File: src/rtl/beep_gen.sv
// beep_gen: queued beep requests become timed square-wave tone bursts on o_buzz.
// Optional `BEEP_ABORT_EN adds i_abort, which flushes the queue and silences at once.
module beep_gen #(
    parameter int F_COUNT  = 100_000,
    parameter int TONE_DIV = 25_000,
    parameter int BEEP_MS  = 100,
    parameter int GAP_MS   = 100
) (
    input  logic       clk,
    input  logic       rst,
    input  logic       i_trig,
    input  logic [2:0] i_cnt,
`ifdef BEEP_ABORT_EN
    input  logic       i_abort,
`endif
    output logic       o_buzz,
    output logic       o_busy
);

    localparam logic [1:0] ST_IDLE = 2'd0;
    localparam logic [1:0] ST_BEEP = 2'd1;
    localparam logic [1:0] ST_GAP  = 2'd2;

    localparam int MS_MAX = (BEEP_MS > GAP_MS) ? BEEP_MS : GAP_MS;
    localparam int PRE_W  = (F_COUNT  > 1) ? $clog2(F_COUNT)  : 1;
    localparam int TONE_W = (TONE_DIV > 1) ? $clog2(TONE_DIV) : 1;
    localparam int MS_W   = (MS_MAX   > 1) ? $clog2(MS_MAX)   : 1;

    logic [1:0]        state_q, state_d;
    logic [2:0]        pend_q, pend_d;
    logic [PRE_W-1:0]  pre_q, pre_d;
    logic [MS_W-1:0]   ms_q, ms_d;
    logic [TONE_W-1:0] tone_cnt_q, tone_cnt_d;
    logic              tone_q, tone_d;

    logic              dec;
    logic              tick;
    logic [2:0]        add;
    logic [3:0]        sum;

    assign tick = (pre_q == PRE_W'(F_COUNT - 1));
    assign add  = i_trig ? i_cnt : 3'd0;

    always_comb begin
        state_d    = state_q;
        pre_d      = tick ? '0 : pre_q + PRE_W'(1);
        ms_d       = tick ? ms_q + MS_W'(1) : ms_q;
        tone_cnt_d = '0;
        tone_d     = 1'b0;
        dec        = 1'b0;

        case (state_q)
            ST_IDLE: begin
                pre_d = '0;
                ms_d  = '0;
                if (pend_q != 3'd0) begin
                    dec     = 1'b1;
                    state_d = ST_BEEP;
                    tone_d  = 1'b1;
                end
            end
            ST_BEEP: begin
                if (tone_cnt_q == TONE_W'(TONE_DIV - 1)) begin
                    tone_cnt_d = '0;
                    tone_d     = ~tone_q;
                end else begin
                    tone_cnt_d = tone_cnt_q + TONE_W'(1);
                    tone_d     = tone_q;
                end
                if (tick && ms_q == MS_W'(BEEP_MS - 1)) begin
                    state_d    = ST_GAP;
                    pre_d      = '0;
                    ms_d       = '0;
                    tone_cnt_d = '0;
                    tone_d     = 1'b0;
                end
            end
            ST_GAP: begin
                if (tick && ms_q == MS_W'(GAP_MS - 1)) begin
                    pre_d = '0;
                    ms_d  = '0;
                    if (pend_q != 3'd0) begin
                        dec     = 1'b1;
                        state_d = ST_BEEP;
                        tone_d  = 1'b1;
                    end else begin
                        state_d = ST_IDLE;
                    end
                end
            end
            default: begin
                state_d = ST_IDLE;
                pre_d   = '0;
                ms_d    = '0;
            end
        endcase

        // dec only fires with pend_q != 0, so the 4-bit sum never underflows
        sum    = {1'b0, pend_q} - {3'b000, dec} + {1'b0, add};
        pend_d = (sum > 4'd7) ? 3'd7 : sum[2:0];

`ifdef BEEP_ABORT_EN
        if (i_abort) begin
            state_d    = ST_IDLE;
            pend_d     = '0;
            pre_d      = '0;
            ms_d       = '0;
            tone_cnt_d = '0;
            tone_d     = 1'b0;
        end
`endif
    end

    always_ff @(posedge clk) begin
        if (rst) begin
            state_q    <= ST_IDLE;
            pend_q     <= '0;
            pre_q      <= '0;
            ms_q       <= '0;
            tone_cnt_q <= '0;
            tone_q     <= 1'b0;
        end else begin
            state_q    <= state_d;
            pend_q     <= pend_d;
            pre_q      <= pre_d;
            ms_q       <= ms_d;
            tone_cnt_q <= tone_cnt_d;
            tone_q     <= tone_d;
        end
    end

    assign o_buzz = (state_q == ST_BEEP) & tone_q;
    assign o_busy = (state_q != ST_IDLE) | (pend_q != 3'd0);

endmodule

File: config.mk
export PLATFORM = sky130hd
export DESIGN_NAME = beep_gen
export DESIGN_NICKNAME = d
export VERILOG_FILES = /design/src/rtl/beep_gen.sv
export SDC_FILE = /design/constraint.sdc
export NUM_CORES = 1
export LEC_CHECK = 0
export ABC_AREA = 1
export CAP_MARGIN = 15
export CORE_MARGIN = 1.5
export CORE_UTILIZATION = 40
export DETAILED_ROUTE_END_ITERATION = 12
export PLACE_DENSITY = 0.54
export SLEW_MARGIN = 5
export SYNTH_ARGS = -nofsm -noshare
export SYNTH_HDL_FRONTEND = slang
export SYNTH_SLANG_ARGS = --single-unit
File: constraint.sdc
create_clock -name clk -period 2.61 [get_ports clk]
set_input_delay 0.261 -clock clk [delete_from_list [all_inputs] [get_ports clk]]
set_output_delay 0.261 -clock clk [all_outputs]
set_load 0.02 [all_outputs]
==> flow_summary.ini <==
[final_layout]
nets = 393
fin_area_um2 = 2940
drive_gt1_frac = 0.166
area_growth_pct = 13.7
nFillCells = 655
num_antenna_cells = 0
fin_cells = 450

[detailed_routing]
detail-route-antenna-nets = 0
drc = 0
avgRoutedWirePerCell_um = 10.4
drt_iter0_markers = 73
dr.pass1.iters = 4
vias_per_cell = 4.68
via_count = 2108
totalWireLength_mm = 4.70

[setup_path]
r2r_cells = 15
cp.arrival_ns = 2.60
cp_max_fo = 2
critPathKind = reg -> reg
crit_top_cell = inv_1
cpPeakStageDelay_ns = 0.43
rr_endpoint = pend_q[2]$_SDFF_PP0_
path_buf_inv = 3
crit_family = adder cells
r2r_start = pre_q[0]$_SDFF_PP0_
crit_required_ns = 2.81
startpoint_type = flip-flop
r2r_setup_slack_ns = 0.21
cp_cell_sequence = ha_4 > nand2_2 > nor2_4 > nand3_4 > nor2_4 > nand3_2 > nand2_1 > ha_1 > inv_1 > ha_2 > inv_1 > fa_1 > xnor2_1 > o21ai_1 > inv_1
cpMaxStageDelayCell = fa_1
cp-end-kind = flip-flop

[placed_design]
place_ws_ns = 0.0284
dp_cells = 440
place_area_um2 = 2790
gp_congestion = 0.800
port_buffers = 7
post-dp-hpwl_mm = 3.64

[yosys]
synth-seq-area-share = 0.348
synth_edf_count = 0
syn-cell-area_um2 = 2590
synth-seq-cells = 45
syn_area_per_cell_um2 = 7.40
postSynthCellCount = 350
yosysUniqueCellTypes = 30
synthFlopType = dfxtp_1
ys_warn_count = 0
synth_top_area_frac = 0.348
synth_fp_nets = 371
synth_top_cells_by_area = dfxtp_1, nand2_1, inv_1
synth_largest_area_cell = dfxtp_1
async_flop_share = 0

[cts]
cts_tree = yes
clkSinkCount = 45
cts_root_buffer = clkbuf_8
cts_buffers = 5
clkTransAtPathRegs_ns = 0.09
clk_latency_ns = 0.30
cts_hold_buffers = 0
clockBufferDepth = 2
htreeDepth = 2

[timing]
hold_violations = 0
fin_crit_sh = 0.920
fin_hold_ws_ns = 0.464
setup_ws_ns = 0.210
min_period_ns = 2.40
skew_ns = 0.00688
report.final.slew_viol_count = 0
tightest_slew_ns = 0.344
setup_violations = 0
max_slew_margin = 0.769
fmax_mhz = 417

[global_routing]
grt_pass1_vias = 1939
grt_pass1_wl_mm = 8.42
grt_antenna_before_repair = 0
track_usage = 0.146
grt_overflow_total = 0
grt_max_degree = 18

[floorplan]
die_area_um2 = 6960
chipWidth_um = 83.4
io_pins = 8
row_count = 29
core-area_um2 = 6310
start_util = 0.410
die_y_um = 83.4

[worst_hold_path]
min_path_cells = 1
holdPathEnd = tone_cnt_q[0]$_SDFF_PP0_
hold_class = reg -> reg
min_from = tone_cnt_q[0]$_SDFF_PP0_

[power_and_ir_drop]
peakVddDrop_mv = 0.468
power.total_mw = 1.90
power-per-cell-area_nw_per_um2 = 647
p_leak_nw = 1.10

[status]
outcome = finished clean

[flow_run]
cap_violations = 0
-- routing by layer --
layer | wire [um] | share of wire | GRT usage
met3 | 105 | 0.022 | 0.0328
met1 | 2400 | 0.51 | 0.193
met2 | 2130 | 0.45 | 0.240
met4 | 63 | 0.013 | 0.0447
met5 | 0 | 0 | 0
-- how the worst max path moves through the flow --
| stage | depth (start not counted) | from | to |
|---|---|---|---|
| 2_1_floorplan | 15 | pre_q[0]$_SDFF_PP0_ | pend_q[2]$_SDFF_PP0_ |
| 5_1_grt | 15 | pre_q[12]$_SDFF_PP0_ | pend_q[2]$_SDFF_PP0_ |
| 3_3_place_gp | 15 | pre_q[1]$_SDFF_PP0_ | pend_q[2]$_SDFF_PP0_ |
| 3_5_place_dp | 15 | pre_q[1]$_SDFF_PP0_ | pend_q[2]$_SDFF_PP0_ |
| 4_1_cts | 15 | pre_q[1]$_SDFF_PP0_ | pend_q[2]$_SDFF_PP0_ |
| 6_report | 15 | pre_q[0]$_SDFF_PP0_ | pend_q[2]$_SDFF_PP0_ |
-- sequential cells by signal, summed over array words and instances, names as in the netlist --
signal / flops
state_q: 2
ms_q: 7
pre_q: 17
tone_cnt_q: 15
pend_q: 3
tone_q: 1
-- power by group --
| part | leakage (nW) | switching, mW | internal (mW) | total, mW |
|---|---|---|---|---|
| clock network | 0.0542 | 0.240 | 0.240 | 0.480 |
| registers | 0.365 | 0.0432 | 0.745 | 0.789 |
| logic | 0.677 | 0.370 | 0.266 | 0.636 |
| total | 1.10 | 0.653 | 1.25 | 1.90 |
-- logic make-up (layout without fill, tap and decap cells) --
logic type	Yosys count	after routing	share of synthesized area
fa+ha+maj	15	15	0.0754
simple gates	192	192	0.381
compound gates	22	22	0.0445
buf+inv	60	83	0.0967
flops	45	45	0.348
xor+xnor	16	16	0.0541
-- placed cells by master, fill, tap and decap left out, drive strengths merged --
cell,n
a21oi,14
and3,1
buf,11
clkbuf,7
clkdlybuf4s50,7
clkinv,1
dfxtp,45
fa,1
ha,14
inv,57
nand2,70
nand3,26
nand3b,3
nand4,13
nor2,57
nor3,16
nor3b,4
o21ai,6
o21bai,2
or2,2
xnor2,4
xor2,12
-- cell type report --
type                            instances  area, um^2  area share
Inverter                               57         214      0.0727
Sequential cell                        45         903       0.307
Tap cell                               77        96.3      0.0327
Multi-Input combinational cell        245        1480       0.501
Clock inverter                          1        5.00     0.00170
Timing Repair Buffer                   18         153      0.0519
Clock buffer                            7        96.3      0.0327
-- timing repair --
item,in CTS,in global routing
endpoints found under the setup margin,0,3
setup buffers,0,2
endpoints found under the hold margin,0,0
resized for setup,0,13
-- cell usage after synthesis (2+ instances only) --
master    instances
nand4_1          12
nand3_1          23
nand2_1          66
nand3_4           2
inv_1            56
nor2_4            4
nor2_2           15
nor3_2            4
o21bai_1          2
dfxtp_1          45
xnor2_1           4
nor3_1           12
a21oi_1          14
xor2_1           12
ha_1             14
or2_2             2
nor3b_1           4
o21ai_0           6
nand2_2           3
nand3b_1          3
nor2_1           38
-- metrics by stage --
stage,TNS [ns],utilization
floorplan,0,-
global placement,0,0.441
detailed placement,0,0.441
CTS,0,0.457
global route,-0.00643,0.466
finish,0,0.466
No activity file was read; power rests on OpenSTA's default activity.
